### src/rtl/spectrum_pkg.sv
// Shared definitions for the spectrum-display sample path.
//   state_e     : streamer state machine encoding
//   FFT_*       : default frame geometry (1024 bins, 10-bit bin address, 32-bit parts)
//   pair_count  : number of even/odd bin pairs in a frame of n_points bins
package spectrum_pkg;

  localparam int FFT_N      = 1024;
  localparam int FFT_ADDR_W = 10;
  localparam int FFT_DATA_W = 32;
  localparam int FFT_PAIRS  = FFT_N / 2;

  typedef enum logic [2:0] {
    ST_IDLE,
    ST_WAIT_DISP,
    ST_READ,
    ST_DRAIN,
    ST_START
  } state_e;

  function automatic int pair_count(input int n_points);
    return n_points / 2;
  endfunction

endpackage

### src/rtl/fft_result_streamer_if.sv
// Bus bundle between the FFT result RAM / FFT core / display path and the streamer.
//   FFT core side   : fft_complete_i
//   display side    : vga_busy_i, samples, write addresses, fft_done_o, vga_start_o
//   result RAM side : fft_rd_en_o, two read addresses, two complex read data ports
//   status          : busy_o, overrun_o
// modport master is the streamer itself; modport slave is its environment.
interface fft_result_streamer_if
  import spectrum_pkg::*;
#(
  parameter int ADDR_W = FFT_ADDR_W,
  parameter int DATA_W = FFT_DATA_W
);

  logic              fft_complete_i;
  logic              vga_busy_i;
  logic              fft_rd_en_o;
  logic [ADDR_W-1:0] fft_rd_addr_a_o;
  logic [ADDR_W-1:0] fft_rd_addr_b_o;
  logic [DATA_W-1:0] fft_rdata_a_real_i;
  logic [DATA_W-1:0] fft_rdata_a_img_i;
  logic [DATA_W-1:0] fft_rdata_b_real_i;
  logic [DATA_W-1:0] fft_rdata_b_img_i;
  logic [DATA_W-1:0] fft_sample1_real_o;
  logic [DATA_W-1:0] fft_sample1_img_o;
  logic [DATA_W-1:0] fft_sample2_real_o;
  logic [DATA_W-1:0] fft_sample2_img_o;
  logic [ADDR_W-1:0] write_vga_buffer_address1_o;
  logic [ADDR_W-1:0] write_vga_buffer_address2_o;
  logic              fft_done_o;
  logic              vga_start_o;
  logic              busy_o;
  logic              overrun_o;

  modport master (
    input  fft_complete_i, vga_busy_i,
    input  fft_rdata_a_real_i, fft_rdata_a_img_i, fft_rdata_b_real_i, fft_rdata_b_img_i,
    output fft_rd_en_o, fft_rd_addr_a_o, fft_rd_addr_b_o,
    output fft_sample1_real_o, fft_sample1_img_o, fft_sample2_real_o, fft_sample2_img_o,
    output write_vga_buffer_address1_o, write_vga_buffer_address2_o,
    output fft_done_o, vga_start_o, busy_o, overrun_o
  );

  modport slave (
    output fft_complete_i, vga_busy_i,
    output fft_rdata_a_real_i, fft_rdata_a_img_i, fft_rdata_b_real_i, fft_rdata_b_img_i,
    input  fft_rd_en_o, fft_rd_addr_a_o, fft_rd_addr_b_o,
    input  fft_sample1_real_o, fft_sample1_img_o, fft_sample2_real_o, fft_sample2_img_o,
    input  write_vga_buffer_address1_o, write_vga_buffer_address2_o,
    input  fft_done_o, vga_start_o, busy_o, overrun_o
  );

endinterface

### src/rtl/rd_valid_pipe.sv
// RD_LAT-deep register chain carrying {valid, even bin address} alongside the
// result RAM read, so the address arrives together with the read data.
//   clk, rst_n : clock, synchronous active-low reset (clears every stage)
//   vld_i      : read issued this cycle
//   addr_i     : even bin address of the issued read
//   vld_o      : delayed valid, aligned with RAM read data
//   addr_o     : delayed even bin address
//   any_vld_o  : some read is still in flight
module rd_valid_pipe #(
  parameter int RD_LAT = 2,
  parameter int ADDR_W = 10
) (
  input  logic              clk,
  input  logic              rst_n,
  input  logic              vld_i,
  input  logic [ADDR_W-1:0] addr_i,
  output logic              vld_o,
  output logic [ADDR_W-1:0] addr_o,
  output logic              any_vld_o
);

  logic [RD_LAT-1:0] vld_q, vld_d;
  logic [ADDR_W-1:0] addr_q [RD_LAT];
  logic [ADDR_W-1:0] addr_d [RD_LAT];

  always_comb begin
    vld_d = '0;
    for (int i = 0; i < RD_LAT; i++) begin
      addr_d[i] = '0;
    end
    vld_d[0]  = vld_i;
    addr_d[0] = addr_i;
    for (int i = 1; i < RD_LAT; i++) begin
      vld_d[i]  = vld_q[i-1];
      addr_d[i] = addr_q[i-1];
    end
  end

  always_ff @(posedge clk) begin
    if (!rst_n) begin
      vld_q <= '0;
      for (int i = 0; i < RD_LAT; i++) begin
        addr_q[i] <= '0;
      end
    end else begin
      vld_q <= vld_d;
      for (int i = 0; i < RD_LAT; i++) begin
        addr_q[i] <= addr_d[i];
      end
    end
  end

  assign vld_o     = vld_q[RD_LAT-1];
  assign addr_o    = addr_q[RD_LAT-1];
  assign any_vld_o = |vld_q;

endmodule

### src/rtl/fft_result_streamer.sv
// Streams a finished FFT frame, two bins per cycle, from the FFT result RAM into
// the display magnitude buffer, then pulses vga_start_o to launch the display.
//   clk, rst_n : single clock, synchronous active-low reset
//   bus        : fft_result_streamer_if.master
//                in : fft_complete_i, vga_busy_i, RAM read data (ports A/B)
//                out: RAM read enable/addresses, samples, buffer write addresses,
//                     fft_done_o strobe, vga_start_o, busy_o, overrun_o
// One extra frame may be queued while busy; a further one is dropped with overrun_o.
module fft_result_streamer
  import spectrum_pkg::*;
#(
  parameter int N_POINTS = FFT_N,
  parameter int ADDR_W   = FFT_ADDR_W,
  parameter int DATA_W   = FFT_DATA_W,
  parameter int RD_LAT   = 2
) (
  input  logic                  clk,
  input  logic                  rst_n,
  fft_result_streamer_if.master bus
);

  localparam int              PAIRS  = pair_count(N_POINTS);
  localparam int              K_W    = ADDR_W - 1;
  localparam logic [K_W-1:0]  K_LAST = K_W'(PAIRS - 1);

  state_e            state_q, state_d;
  logic              pending_q, pending_d;
  logic              overrun_q, overrun_d;
  logic [K_W-1:0]    k_q, k_d;
  logic              rd_en_q, rd_en_d;
  logic [ADDR_W-1:0] rd_addr_a_q, rd_addr_a_d;
  logic [ADDR_W-1:0] rd_addr_b_q, rd_addr_b_d;

  logic              done_q, done_d;
  logic [ADDR_W-1:0] wa1_q, wa1_d, wa2_q, wa2_d;
  logic [DATA_W-1:0] s1r_q, s1r_d, s1i_q, s1i_d, s2r_q, s2r_d, s2i_q, s2i_d;

  logic              pipe_vld;
  logic [ADDR_W-1:0] pipe_addr;
  logic              pipe_any;

  always_comb begin
    state_d     = state_q;
    pending_d   = pending_q;
    overrun_d   = 1'b0;
    k_d         = k_q;
    rd_en_d     = 1'b0;
    rd_addr_a_d = rd_addr_a_q;
    rd_addr_b_d = rd_addr_b_q;

    case (state_q)
      ST_IDLE: begin
        if (pending_q || bus.fft_complete_i) begin
          state_d   = bus.vga_busy_i ? ST_WAIT_DISP : ST_READ;
          k_d       = '0;
          // A queued frame is consumed here; a fresh pulse in the same cycle becomes the next queued one.
          pending_d = pending_q && bus.fft_complete_i;
        end
      end
      ST_WAIT_DISP: begin
        if (!bus.vga_busy_i) state_d = ST_READ;
      end
      ST_READ: begin
        rd_en_d     = 1'b1;
        rd_addr_a_d = {k_q, 1'b0};
        rd_addr_b_d = {k_q, 1'b1};
        k_d         = k_q + 1'b1;
        if (k_q == K_LAST) begin
          state_d = ST_DRAIN;
          k_d     = '0;
        end
      end
      ST_DRAIN: begin
        // The last read is out of the delay line once neither the issue register nor any stage holds it.
        if (!rd_en_q && !pipe_any) state_d = ST_START;
      end
      ST_START: state_d = ST_IDLE;
      default:  state_d = ST_IDLE;
    endcase

    if ((state_q != ST_IDLE) && bus.fft_complete_i) begin
      if (pending_q) overrun_d = 1'b1;
      else           pending_d = 1'b1;
    end
  end

  // read issue -> RAM latency stages
  rd_valid_pipe #(
    .RD_LAT (RD_LAT),
    .ADDR_W (ADDR_W)
  ) u_rd_valid_pipe (
    .clk       (clk),
    .rst_n     (rst_n),
    .vld_i     (rd_en_q),
    .addr_i    (rd_addr_a_q),
    .vld_o     (pipe_vld),
    .addr_o    (pipe_addr),
    .any_vld_o (pipe_any)
  );

  // RAM data -> display buffer write register
  always_comb begin
    done_d = pipe_vld;
    wa1_d  = wa1_q;
    wa2_d  = wa2_q;
    s1r_d  = s1r_q;
    s1i_d  = s1i_q;
    s2r_d  = s2r_q;
    s2i_d  = s2i_q;
    if (pipe_vld) begin
      wa1_d = pipe_addr;
      wa2_d = pipe_addr | ADDR_W'(1);
      s1r_d = bus.fft_rdata_a_real_i;
      s1i_d = bus.fft_rdata_a_img_i;
      s2r_d = bus.fft_rdata_b_real_i;
      s2i_d = bus.fft_rdata_b_img_i;
    end
  end

  always_ff @(posedge clk) begin
    if (!rst_n) begin
      state_q     <= ST_IDLE;
      pending_q   <= 1'b0;
      overrun_q   <= 1'b0;
      k_q         <= '0;
      rd_en_q     <= 1'b0;
      rd_addr_a_q <= '0;
      rd_addr_b_q <= '0;
      done_q      <= 1'b0;
      wa1_q       <= '0;
      wa2_q       <= '0;
      s1r_q       <= '0;
      s1i_q       <= '0;
      s2r_q       <= '0;
      s2i_q       <= '0;
    end else begin
      state_q     <= state_d;
      pending_q   <= pending_d;
      overrun_q   <= overrun_d;
      k_q         <= k_d;
      rd_en_q     <= rd_en_d;
      rd_addr_a_q <= rd_addr_a_d;
      rd_addr_b_q <= rd_addr_b_d;
      done_q      <= done_d;
      wa1_q       <= wa1_d;
      wa2_q       <= wa2_d;
      s1r_q       <= s1r_d;
      s1i_q       <= s1i_d;
      s2r_q       <= s2r_d;
      s2i_q       <= s2i_d;
    end
  end

  assign bus.fft_rd_en_o                 = rd_en_q;
  assign bus.fft_rd_addr_a_o             = rd_addr_a_q;
  assign bus.fft_rd_addr_b_o             = rd_addr_b_q;
  assign bus.fft_sample1_real_o          = s1r_q;
  assign bus.fft_sample1_img_o           = s1i_q;
  assign bus.fft_sample2_real_o          = s2r_q;
  assign bus.fft_sample2_img_o           = s2i_q;
  assign bus.write_vga_buffer_address1_o = wa1_q;
  assign bus.write_vga_buffer_address2_o = wa2_q;
  assign bus.fft_done_o                  = done_q;
  assign bus.vga_start_o                 = (state_q == ST_START);
  assign bus.busy_o                      = (state_q != ST_IDLE);
  assign bus.overrun_o                   = overrun_q;

endmodule

### src/flat_wrapper.sv
// flat-port wrapper written by rule: the top's interface ports become plain ports
module fft_result_streamer_flat import spectrum_pkg::*;
#(
  parameter int N_POINTS = FFT_N,
  parameter int ADDR_W   = FFT_ADDR_W,
  parameter int DATA_W   = FFT_DATA_W,
  parameter int RD_LAT   = 2
)
  (clk, rst_n, bus_fft_complete_i, bus_vga_busy_i, bus_fft_rdata_a_real_i, bus_fft_rdata_a_img_i, bus_fft_rdata_b_real_i, bus_fft_rdata_b_img_i, bus_fft_rd_en_o, bus_fft_rd_addr_a_o, bus_fft_rd_addr_b_o, bus_fft_sample1_real_o, bus_fft_sample1_img_o, bus_fft_sample2_real_o, bus_fft_sample2_img_o, bus_write_vga_buffer_address1_o, bus_write_vga_buffer_address2_o, bus_fft_done_o, bus_vga_start_o, bus_busy_o, bus_overrun_o);
  fft_result_streamer_if #(.ADDR_W(ADDR_W), .DATA_W(DATA_W)) bus_i ();
  input  logic clk;
  input  logic rst_n;
  input wire logic [$bits(bus_i.fft_complete_i)-1:0] bus_fft_complete_i;
  input wire logic [$bits(bus_i.vga_busy_i)-1:0] bus_vga_busy_i;
  input wire logic [$bits(bus_i.fft_rdata_a_real_i)-1:0] bus_fft_rdata_a_real_i;
  input wire logic [$bits(bus_i.fft_rdata_a_img_i)-1:0] bus_fft_rdata_a_img_i;
  input wire logic [$bits(bus_i.fft_rdata_b_real_i)-1:0] bus_fft_rdata_b_real_i;
  input wire logic [$bits(bus_i.fft_rdata_b_img_i)-1:0] bus_fft_rdata_b_img_i;
  output wire logic [$bits(bus_i.fft_rd_en_o)-1:0] bus_fft_rd_en_o;
  output wire logic [$bits(bus_i.fft_rd_addr_a_o)-1:0] bus_fft_rd_addr_a_o;
  output wire logic [$bits(bus_i.fft_rd_addr_b_o)-1:0] bus_fft_rd_addr_b_o;
  output wire logic [$bits(bus_i.fft_sample1_real_o)-1:0] bus_fft_sample1_real_o;
  output wire logic [$bits(bus_i.fft_sample1_img_o)-1:0] bus_fft_sample1_img_o;
  output wire logic [$bits(bus_i.fft_sample2_real_o)-1:0] bus_fft_sample2_real_o;
  output wire logic [$bits(bus_i.fft_sample2_img_o)-1:0] bus_fft_sample2_img_o;
  output wire logic [$bits(bus_i.write_vga_buffer_address1_o)-1:0] bus_write_vga_buffer_address1_o;
  output wire logic [$bits(bus_i.write_vga_buffer_address2_o)-1:0] bus_write_vga_buffer_address2_o;
  output wire logic [$bits(bus_i.fft_done_o)-1:0] bus_fft_done_o;
  output wire logic [$bits(bus_i.vga_start_o)-1:0] bus_vga_start_o;
  output wire logic [$bits(bus_i.busy_o)-1:0] bus_busy_o;
  output wire logic [$bits(bus_i.overrun_o)-1:0] bus_overrun_o;
  assign bus_i.fft_complete_i = bus_fft_complete_i;
  assign bus_i.vga_busy_i = bus_vga_busy_i;
  assign bus_i.fft_rdata_a_real_i = bus_fft_rdata_a_real_i;
  assign bus_i.fft_rdata_a_img_i = bus_fft_rdata_a_img_i;
  assign bus_i.fft_rdata_b_real_i = bus_fft_rdata_b_real_i;
  assign bus_i.fft_rdata_b_img_i = bus_fft_rdata_b_img_i;
  assign bus_fft_rd_en_o = bus_i.fft_rd_en_o;
  assign bus_fft_rd_addr_a_o = bus_i.fft_rd_addr_a_o;
  assign bus_fft_rd_addr_b_o = bus_i.fft_rd_addr_b_o;
  assign bus_fft_sample1_real_o = bus_i.fft_sample1_real_o;
  assign bus_fft_sample1_img_o = bus_i.fft_sample1_img_o;
  assign bus_fft_sample2_real_o = bus_i.fft_sample2_real_o;
  assign bus_fft_sample2_img_o = bus_i.fft_sample2_img_o;
  assign bus_write_vga_buffer_address1_o = bus_i.write_vga_buffer_address1_o;
  assign bus_write_vga_buffer_address2_o = bus_i.write_vga_buffer_address2_o;
  assign bus_fft_done_o = bus_i.fft_done_o;
  assign bus_vga_start_o = bus_i.vga_start_o;
  assign bus_busy_o = bus_i.busy_o;
  assign bus_overrun_o = bus_i.overrun_o;
  fft_result_streamer #(.N_POINTS(N_POINTS), .ADDR_W(ADDR_W), .DATA_W(DATA_W), .RD_LAT(RD_LAT)) u_core (.clk(clk), .rst_n(rst_n), .bus(bus_i));
endmodule
### config.mk
export PLATFORM = sky130hd
export DESIGN_NAME = fft_result_streamer_flat
export DESIGN_NICKNAME = d
export VERILOG_FILES = /design/src/rtl/spectrum_pkg.sv /design/src/rtl/fft_result_streamer_if.sv /design/src/rtl/rd_valid_pipe.sv /design/src/rtl/fft_result_streamer.sv /design/src/flat_wrapper.sv
export SDC_FILE = /design/constraint.sdc
export NUM_CORES = 1
export LEC_CHECK = 0
export BUFFER_PORTS_ARGS = -buffer_cell sky130_fd_sc_hd__buf_2
export CORE_ASPECT_RATIO = 1.25
export CORE_UTILIZATION = 45
export CTS_BUF_LIST = sky130_fd_sc_hd__clkbuf_4 sky130_fd_sc_hd__clkbuf_8
export DETAILED_ROUTE_END_ITERATION = 8
export GPL_TIMING_DRIVEN = 1
export PLACE_DENSITY = 0.77
export SLEW_MARGIN = 25
export SYNTH_ARGS = -nofsm -noshare
export SYNTH_HDL_FRONTEND = slang
export SYNTH_SLANG_ARGS = --single-unit
### constraint.sdc
create_clock -name clk -period 5.1 [get_ports clk]
set_input_delay 0.51 -clock clk [delete_from_list [all_inputs] [get_ports clk]]
set_output_delay 0.51 -clock clk [all_outputs]
set_load 0.1 [all_outputs]
==> qor.yml <==
power_and_ir_drop:
  pwr-share-clk: 0.300
  power_density_nw_per_um2: 363
  p_int_w: 0.00202
  leakage_nw: 3.84
  ir_drop_v: 0.000293
  p_total_w: 0.00303
  p_comb_frac: 0.198
  power_switching_w: 0.00102
  p_sw_frac: 0.335
  pwr-share-seq: 0.502
timing:
  finalSetupViolations: 0
  setup_tns_ns: 0
  tightest_slew_ns: 0.997
  finalMaxSlewViolations: 0
  post-route-min-period_ns: 2.51
  hold_violations: 0
  rsz0062_at_grt: "no"
  relSlewSlack: 0.336
  fin_worst_skew_ns: 0.0120
  fin_crit_sh: 0.493
  clock.fmax_ghz: 0.398
worst_setup_path:
  cpLargestDelayFamily: "simple AND/OR/NAND/NOR gates"
  cp.buffers_inverters: 0
  crit_fanout: 8
  cp_slowest_cell: "or4b_1"
  crit_type: "flip-flop to flip-flop"
  crit_top_cell: "ha_1"
  max_stage_delay_ns: 0.62
  cp-start-kind: "flip-flop"
  critPathCaptureType: "flip-flop"
  cp.required_ns: 5.47
  arrival_ns: 2.88
  crit_chain: "ha_1 > and3_1 > nand2_1 > nor2_1 > ha_1 > or4b_1 > or4_1 > a31oi_1"
detailed_routing:
  drtAntennaViolNets: 0
  wl_per_cell_microns: 14.7
  drtPass1Iterations: 4
  wirelength_microns: 15800
  route.detailed.drc: 0
  num_vias: 5129
  drt-initial-drc-count: 313
  post_drt_via_cell_ratio: 4.78
synthesis:
  synthDistinctLibCells: 41
  synthCells: 628
  synth_warnings: 0
  synthArstFlopShare: 0
  synth.cell_area_sq_um: 6610
  synthFlopType: "dfxtp_1"
  synth_edf_count: 0
  synth-seq-cells: 184
  syn_area_per_cell_sq_um: 10.5
  yosysSeqAreaShare: 0.558
finish:
  final_nets: 1018
  fillerInstances: 1245
  final_common_cell: "buf_2"
  drive_above_1_share: 0.378
  diodes: 0
  area_growth_pct: 26.5
  mostFrequentLayoutCells: "buf_2, dfxtp_1, nor2_1"
place:
  portBuffers: 302
  place_congestion: 0.753
  hpwl_microns: 11400
floorplan:
  rows: 49
  die_w_microns: 110
  num_io_pins: 305
  die_area_sq_um: 15200
  die_y_microns: 137
  core_sq_um: 14300
  initial_core_util: 0.460
cts:
  cts_setup_buffers: 0
  h-tree-depth: 4
  cts_resized: 0
  clk_latency_ns: 0.46
  holdBufCountCts: 0
  numCtsBuffers: 17
  cts.sinks: 184
  clk_pin_slew_ns: 0.09
  cts-root-buf: "clkbuf_8"
  cts_tree: "built"
  clockBufferDepth: 2
status:
  run_status: "complete, no violations"
worst_hold_path:
  hp-class: "primary input to flip-flop"
grt:
  grt_util_all_layers: 0.198
  grt_start_max_net_pins: 87
  gr-total-overflow: 0
  grt_pass1_vias: 4444
  grt_pass1_wl_microns: 22500
  antenna_found_initial: 0
flow_run:
  drv_cap: 0
## metrics by stage
stage                     hold WS [ns]   util  area [sq um]  worst slack [ns]  std cells
after global routing             0.254  0.583          8360              2.44       1074
final                            0.277  0.583          8360              2.59       1074
after CTS                        0.243  0.583          8360              2.61       1074
after global placement           0.416  0.557          7990              2.68       1043
after floorplan                  0.412      -          6610              1.88        629
after detailed placement         0.420  0.557          7990              2.64       1043
## worst paths after layout
check             depth (start not counted)  slack, ns                           startpoint                              endpoint
setup / recovery                          8       2.59                        u_core.k_q[0]                         u_core.k_q[7]
hold / removal                            3       0.28            bus_fft_rdata_b_img_i[27]      u_core.bus.fft_sample2_img_o[27]
setup reg to reg                          8       2.59                        u_core.k_q[0]                         u_core.k_q[7]
hold reg to reg                           1       0.44  u_core.u_rd_valid_pipe.addr_q[0][6]  u_core.u_rd_valid_pipe.addr_q[0][16]
## power by group through the flow
| stage | registers [W] | clock network, W | logic (W) |
|---|---|---|---|
| detailed placement | 0.00156 | 0 | 0.000602 |
| global placement | 0.00156 | 0 | 0.000599 |
| CTS | 0.00152 | 0.000936 | 0.000604 |
| finish | 0.00152 | 0.000909 | 0.000601 |
| global route | 0.00153 | 0.000988 | 0.000628 |
| floorplan | 0.00169 | 0 | 0.000383 |
## state kept, by name (all words and copies together), names as in the netlist, 2 cells and up
signal	cells
u_core.bus.fft_sample1_real_o	32
u_core.k_q	9
u_core.u_rd_valid_pipe.addr_q	18
u_core.bus.fft_sample2_real_o	32
u_core.u_rd_valid_pipe.vld_q	2
u_core.bus.fft_sample2_img_o	32
u_core.bus.fft_sample1_img_o	32
u_core.bus.fft_rd_addr_b_o	9
u_core.bus.write_vga_buffer_address2_o	9
u_core.state_q	3
## cells by family (layout without fill, tap and decap cells)
kind of cell	count (synthesis)	after routing	synth area share
compound gates	33	33	0.0367
fa+ha+maj	3	3	0.00530
buf+inv	71	338	0.0604
flops	184	184	0.558
mux	138	138	0.209
other cells	1	2	0.000568
simple gates	198	198	0.130
## area by class of cell
cell class	count	area, sq um	area share
timing repair buffer	304	1540	0.184
clock inverter	8	63.8	0.00763
tap	178	223	0.0266
multi-input combinational	374	2530	0.302
inverter	3	13.8	0.00165
clock buffer	23	304	0.0364
sequential	184	3690	0.441
## worst register-to-register path: cells and delay by family (launching register included)
kind                     cells  cell delay [ns]
AND/OR/NAND/NOR              5             1.45
adder cells (fa/ha/maj)      2             0.43
flip-flops                   1             0.36
AO/OA/AOI/OAI                1             0.18
## per-layer routing
layer | track usage | vias up | part of all wire
li1 | - | 2585 | -
met1 | 0.239 | 2334 | 0.42
met2 | 0.321 | 188 | 0.48
met3 | 0.0691 | 22 | 0.079
met4 | 0.0789 | 0 | 0.018
met5 | 0 | - | 0
## cells in the mapped netlist (4+ instances only)
cell type  count  area (sq um)
nor2_1       148           556
clkbuf_1      23          86.3
o22a_1         8          70.1
mux2i_1      138          1380
dfxtp_1      184          3680
and2_1        23           144
a21oi_1        6          30.0
nand2_1        5          18.8
nor3_1         4          20.0
buf_4         29           218
buf_2         13          65.1
nand3_1        5          25.0
Note: power is estimated with default switching activity, not from simulation.
